===== config.mk =====
export PLATFORM = sky130hd
export DESIGN_NAME = decoder
export DESIGN_NICKNAME = d
export VERILOG_FILES = /design/src/rtl/decoder.sv
export SDC_FILE = /design/constraint.sdc
export NUM_CORES = 1
export LEC_CHECK = 0
export BUFFER_PORTS_ARGS = -buffer_cell sky130_fd_sc_hd__buf_2
export CORE_MARGIN = 4
export CORE_UTILIZATION = 38
export CTS_BUF_LIST = sky130_fd_sc_hd__clkbuf_8
export CTS_CLUSTER_DIAMETER = 40
export DETAILED_ROUTE_END_ITERATION = 8
export PLACE_DENSITY = 0.84
export SYNTH_ARGS = -nofsm -noshare
export SYNTH_HDL_FRONTEND = slang
export SYNTH_SLANG_ARGS = --single-unit

===== constraint.sdc =====
create_clock -name clk -period 1.5 [get_ports clk]
set_input_delay 0.075 -clock clk [delete_from_list [all_inputs] [get_ports clk]]
set_output_delay 0.075 -clock clk [all_outputs]
set_load 0.005 [all_outputs]

===== src/rtl/decoder.sv =====
// rtl/decoder.sv - instruction decoder for the 8-bit core
module decoder #(
    parameter int DataWidth         = 8,
    parameter int SEL_WIDTH         = 2,
    parameter int PROGRAM_DataWidth = 16,
    parameter int NumOpCodeBits     = 5,
    parameter int ParamBits         = 8,
    parameter int NumStatusBits     = 6,
    parameter int OP1_BIT_POS       = 9,
    parameter int OP2_BIT_POS       = 4
) (
    input  logic                         clk,
    input  logic                         rst_n,
    input  logic [PROGRAM_DataWidth-1:0] instruction,
    input  logic [NumStatusBits-1:0]     status,
    output logic [NumOpCodeBits-1:0]     opcode,
    output logic [ParamBits-1:0]         param,
    output logic [DataWidth-1:0]         literal_adr,
    output logic [SEL_WIDTH-1:0]         rd_sel1,
    output logic [SEL_WIDTH-1:0]         rd_sel2,
    output logic                         rd_en1,
    output logic                         rd_en2,
    output logic [SEL_WIDTH-1:0]         wr_sel,
    output logic                         wr_en,
    output logic                         sel_reg_in_alu_decoder,
    output logic                         cnt_wr_en,
    output logic                         add_offset,
    output logic                         stat_wr_en,
    output logic                         stat_reg_in_alu_decoder,
    output logic [NumStatusBits-1:0]     status_out,
    output logic                         illegal_op
);

    localparam logic [4:0] OP_NOP  = 5'h00;
    localparam logic [4:0] OP_ADD  = 5'h01;
    localparam logic [4:0] OP_SUB  = 5'h02;
    localparam logic [4:0] OP_AND  = 5'h03;
    localparam logic [4:0] OP_OR   = 5'h04;
    localparam logic [4:0] OP_NOT  = 5'h05;
    localparam logic [4:0] OP_XOR  = 5'h06;
    localparam logic [4:0] OP_SHL  = 5'h07;
    localparam logic [4:0] OP_SHR  = 5'h08;
    localparam logic [4:0] OP_VAL  = 5'h09;
    localparam logic [4:0] OP_CMP  = 5'h0A;
    localparam logic [4:0] OP_GOTO = 5'h10;
    localparam logic [4:0] OP_IFZ  = 5'h11;
    localparam logic [4:0] OP_IFNZ = 5'h12;
    localparam logic [4:0] OP_IFEQ = 5'h13;
    localparam logic [4:0] OP_IFST = 5'h14;
    localparam logic [4:0] OP_IFGT = 5'h15;

    logic [SEL_WIDTH-1:0] op1;
    logic [SEL_WIDTH-1:0] op2;
    logic rd_en1_d, rd_en2_d, wr_en_d, cnt_wr_en_d, add_offset_d, stat_wr_en_d;
    logic reserved;
    logic unused_bits;

    assign opcode      = instruction[PROGRAM_DataWidth-1 -: NumOpCodeBits];
    assign param       = instruction[ParamBits-1:0];
    assign literal_adr = instruction[DataWidth-1:0];
    assign op1         = instruction[OP1_BIT_POS -: SEL_WIDTH];
    assign op2         = instruction[OP2_BIT_POS -: SEL_WIDTH];
    assign unused_bits = &{1'b0, instruction[10], status[1:0]};

    assign stat_reg_in_alu_decoder = 1'b1;
    assign status_out              = '0;

    always_comb begin
        rd_sel1                = '0;
        rd_sel2                = '0;
        rd_en1_d               = 1'b0;
        rd_en2_d               = 1'b0;
        wr_sel                 = '0;
        wr_en_d                = 1'b0;
        sel_reg_in_alu_decoder = 1'b0;
        cnt_wr_en_d            = 1'b0;
        add_offset_d           = 1'b0;
        stat_wr_en_d           = 1'b0;
        reserved               = 1'b0;
        case (opcode)
            OP_NOP: ;
            OP_ADD, OP_SUB, OP_AND, OP_OR, OP_XOR: begin
                rd_sel1 = op1; rd_sel2 = op2; rd_en1_d = 1'b1; rd_en2_d = 1'b1;
                wr_sel = op1; wr_en_d = 1'b1; sel_reg_in_alu_decoder = 1'b1; stat_wr_en_d = 1'b1;
            end
            OP_NOT: begin
                rd_sel2 = op2; rd_en2_d = 1'b1;
                wr_sel = op1; wr_en_d = 1'b1; sel_reg_in_alu_decoder = 1'b1; stat_wr_en_d = 1'b1;
            end
            OP_SHL, OP_SHR: begin
                rd_sel1 = op1; rd_en1_d = 1'b1;
                wr_sel = op1; wr_en_d = 1'b1; sel_reg_in_alu_decoder = 1'b1; stat_wr_en_d = 1'b1;
            end
            OP_VAL: begin
                wr_sel = op1; wr_en_d = 1'b1;
            end
            OP_CMP: begin
                rd_sel1 = op1; rd_sel2 = op2; rd_en1_d = 1'b1; rd_en2_d = 1'b1; stat_wr_en_d = 1'b1;
            end
            OP_GOTO: cnt_wr_en_d = 1'b1;
            OP_IFZ:  begin cnt_wr_en_d = status[2];  add_offset_d = status[2];  end
            OP_IFNZ: begin cnt_wr_en_d = !status[2]; add_offset_d = !status[2]; end
            OP_IFEQ: begin cnt_wr_en_d = status[3];  add_offset_d = status[3];  end
            OP_IFST: begin cnt_wr_en_d = status[5];  add_offset_d = status[5];  end
            OP_IFGT: begin cnt_wr_en_d = status[4];  add_offset_d = status[4];  end
            default: reserved = 1'b1;
        endcase
    end

    // Reset masks the enables combinationally so nothing writes while rst_n is low.
    assign rd_en1     = rd_en1_d     & rst_n;
    assign rd_en2     = rd_en2_d     & rst_n;
    assign wr_en      = wr_en_d      & rst_n;
    assign cnt_wr_en  = cnt_wr_en_d  & rst_n;
    assign add_offset = add_offset_d & rst_n;
    assign stat_wr_en = stat_wr_en_d & rst_n;

    always_ff @(posedge clk or negedge rst_n) begin
        if (!rst_n) begin
            illegal_op <= 1'b0;
        end else if (reserved) begin
            illegal_op <= 1'b1;
        end
    end

endmodule


== Word level (Yosys, flattened, before mapping) ==
Cells that the tools add are included.

* Bits in registers: 1
* Bits in latches: 0
* RAM bits: 0
* ROM bits: 0
* Input port bits: 24
* Word-level logic and storage cells: 41
* Memories: 0

* Add/sub/neg operators: 0
* Multiply operators: 0
* Div/mod/pow operators: 0
* Order comparisons: 0
* Equal/unequal tests: 16
* Shifts and indexed selects: 0
* Muxes and demuxes: 10
* Bitwise operators: 6
* Reductions and logical operators: 8

{| class="wikitable"
|+ Operator list
! kind !! number
|-
| $eq 5x5->1 const B || 6
|-
| $eq 5x3->1 const B || 4
|-
| $reduce_or 9->1 || 2
|-
| $reduce_or 17->1 || 1
|-
| $reduce_or 8->1 || 2
|-
| $eq 5x4->1 const B || 3
|-
| $eq 5x2->1 const B || 2
|-
| $reduce_or 7->1 || 1
|-
| $and 1x1->1 || 6
|-
| $mux 2 || 3
|-
| $pmux 1 s6 || 1
|-
| $eq 5x1->1 const B || 1
|-
| $logic_not 5->1 || 1
|-
| $mux 1 || 5
|-
| $pmux 1 s5 || 1
|-
| $logic_not 1->1 || 1
|}

== Depth between registers and ports, before layout ==
* Word-level depth: 4
* Depth in mapped cells: 4
* Mapped depth without buffers: 3

== Worst setup path after synthesis ==
OpenSTA, ideal clock, no wires.

* Path kind: input -> output
* Start point: input port instruction[12]
* End point: output port cnt_wr_en
* Data arrival time: 809 ps
* Required time: 1425 ps
* Path slack: 616 ps
* Stages: 4
* Path buffers: 1
* Cell sequence: buf_2 -> mux2_2 -> a32oi_2 -> a21oi_1

* Longest elaborated chain between the ends: 3
* Elaborated cells between the ends (all ways): 8

{| class="wikitable"
|+ Ends and longest elaborated chain
! what !! RTL line !! RTL
|-
| start: declaration || 14 || <nowiki>input logic [PROGRAM_DataWidth-1:0] instruction,</nowiki>
|-
| $eq 5x5->1 || 80 || <nowiki>case (opcode)</nowiki>
|-
| $pmux 1 s6 * || 80 ||
|-
| $and 1x1->1 * || 114 || <nowiki>assign cnt_wr_en = cnt_wr_en_d & rst_n;</nowiki>
|-
| end: declaration || 26 || <nowiki>output logic cnt_wr_en,</nowiki>
|}

Every way passes the cells marked *; elsewhere a longest branch is shown, timed or not.

== Worst setup path after layout ==
* Start point: input port rst_n
* End point: output port add_offset

* Longest elaborated chain between the ends: 1

{| class="wikitable"
|+ Ends and longest elaborated chain
! what !! RTL line !! RTL
|-
| start: declaration || 13 || <nowiki>input logic rst_n,</nowiki>
|-
| $and 1x1->1 || 115 || <nowiki>assign add_offset = add_offset_d & rst_n;</nowiki>
|-
| end: declaration || 27 || <nowiki>output logic add_offset,</nowiki>
|}

Every way passes these cells.

==> flow_summary.toml <==
[global_route]
use_met3_pct = 2.26
grt.total_usage_pct = 10.3
antenna_found_initial = 0
grt_pass1_vias = 415
overflow = 0
grt_pass1_wl_mm = 1.79
gr-usage-met1_pct = 12.9
grt_max_degree = 15
grt.busiest_layer = "met2"
met2_usage_pct = 19.0

[critical_path]
crit_path_end_kind = "output pin"
cpLargestDelayFamily = "buffers and inverters"
cp_common_cell = "buf_2"
crit_fanout = 4
cp-start-kind = "primary input"
crit_required_ns = 1.42
max_stage_delay_ns = 0.53
slowest_stage = "dlygate4sd3_1"
critPathKind = "in -> out"
path_buf_inv = 3
crit_chain = "dlygate4sd3_1 > buf_2 > nand3b_1 > a2111oi_2 > buf_2"
arrival_ns = 1.29

[route]
post_drt_wl_per_cell_um = 11.8
drc = 0
viasPerCell = 4.95
drtIter0Drc = 1
ant_nets = 0
vias = 500
wl_mm = 1.19
drtPass1Iterations = 2

[synth]
yosys-top-cells-area = "buf_4, a21o_1, dfrtp_1, a211oi_1, mux2_2"
synthFlopType = "dfrtp_1"
synth_cells = 75
yosys_warnings = 0
synth-async-reset-ratio_pct = 100
synth.distinct_cells = 29
yosysMostFrequentCell = "buf_4"
ys_seq_elements = 1
synth_largest_area_cell = "buf_4"
syn_area_per_cell_um2 = 7.96
synth_edf_count = 0
synth_top_cell_area_share_pct = 37.7
synth_area_um2 = 597
synthTopCellsByCount = "buf_4, a21o_1, inv_1"
synth-seq-area-share_pct = 4.19

[timing]
hold_ws_ns = 0.150
fin_crit_ns = 1.37
setup_tns_ns = 0
final-setup-viol-count = 0
slew_violations = 0
max_freq_mhz = 731
fin_skew_ns = 0
hold_violations = 0
rsz0062_at_grt = "false"
worst_slack_ns = 0.132
fin_crit_sh_pct = 91.2

[final_layout]
stdcell_count = 101
area_growth_pct = -2.10
num-fill-cells = 152
layout.nets = 111
antennaDiodeCount = 0
largestRegisters = "illegal_op x1"
regMostFlops = "illegal_op"
largest_reg_flops = 1
finish.utilization_pct = 39.2
drive_above_1_share_pct = 54.1

[pwr]
ir_worst_vdd_uv = 152
p_leak_nw = 0.305
cellPowerDensity_nw_per_um2 = 277

[placed_design]
dp_slack_ns = 0.305
gp_congestion = 0.648
io_buffers = 37
place_inst = 100
dp_hpwl_um = 985

[die]
die-height_um = 47.6
dieArea_um2 = 2270
rows = 14
ioPinCount = 66
die_w_um = 47.6
core_area_um2 = 1490
initial_utilization_pct = 40.1

[hold_path]
hp-class = "in -> out"

[outcome]
outcome = "completed"

[job]
cap_viol_max_count = 0

[clock_tree]
post_cts_resized = 0
clk_latency_ns = 0
post-cts-setup-buffers = 0
## worst paths after layout
kind                                 from         end  slack (ns)  depth (start not counted)
min reg2reg                    illegal_op  illegal_op        0.47                          1
max in group asynchronous           rst_n  illegal_op        0.97                          2
min                        instruction[7]    param[7]        0.15                          0
min in group asynchronous           rst_n  illegal_op        0.42                          2
max reg2reg                    illegal_op  illegal_op        0.75                          1
max                                 rst_n  add_offset        0.13                          5
## through the flow
step	power, mW	area [um^2]
after detailed placement	0.161	574
after CTS	0.164	584
after global routing	0.179	584
after global placement	0.157	574
final	0.162	584
after floorplan	0.166	616
## report_power, final
part / internal (mW) / switching [mW] / leakage (nW)
clock network: 0 / 0 / 0
registers: 0.0275 / 0.000000000131 / 0.00875
logic: 0.0621 / 0.0726 / 0.296
total: 0.0895 / 0.0726 / 0.305
## placed cells by master, fill, tap and decap left out
cell type / instances
conb_1: 7
buf_2: 37
and2_1: 3
dfrtp_1: 1
inv_1: 4
a211oi_2: 1
a211oi_1: 3
a221o_1: 1
xor2_1: 2
nor2_1: 1
nor3_4: 1
o21ai_0: 1
nand3b_1: 2
a21o_1: 4
nor4b_1: 1
nor4_2: 1
o21bai_1: 1
and4bb_2: 1
nor3b_2: 1
mux2_2: 2
a2111oi_2: 1
dlygate4sd3_1: 1
a32oi_2: 1
nand2b_1: 1
nor2b_1: 1
o21a_1: 1
nor4_1: 3
a21oi_1: 1
## logic make-up (layout without fill, tap and decap cells)
group | Yosys count | in the layout | synth area share [%]
xor+xnor | 2 | 2 | 2.94
other cells | 2 | 7 | 1.26
flops | 1 | 1 | 4.19
simple gates | 16 | 16 | 22.0
buf+inv | 37 | 42 | 43.8
compound gates | 15 | 15 | 22.0
mux | 2 | 2 | 3.77
## cell type report
cell class	count	area [um^2]	area share (%)
inverter	4	15.0	2.57
multi-input combinational	42	329	56.3
sequential	1	25.0	4.28
tap	16	20.0	3.43
timing repair buffer	38	195	33.4
## per-layer routing
layer / wire (um) / share of wire, % / vias up
li1: - / - / 245
met1: 453 / 38 / 224
met2: 600 / 50 / 31
met3: 140 / 12 / 0
met4: 0 / 0 / 0
met5: 0 / 0 / -
## what timing repair did
item | CTS | global route
setup endpoints to repair | 0 | 0
hold buffers | 1 | 0
endpoints found under the hold margin | 1 | 0
Power figures use the tool's default switching activity.
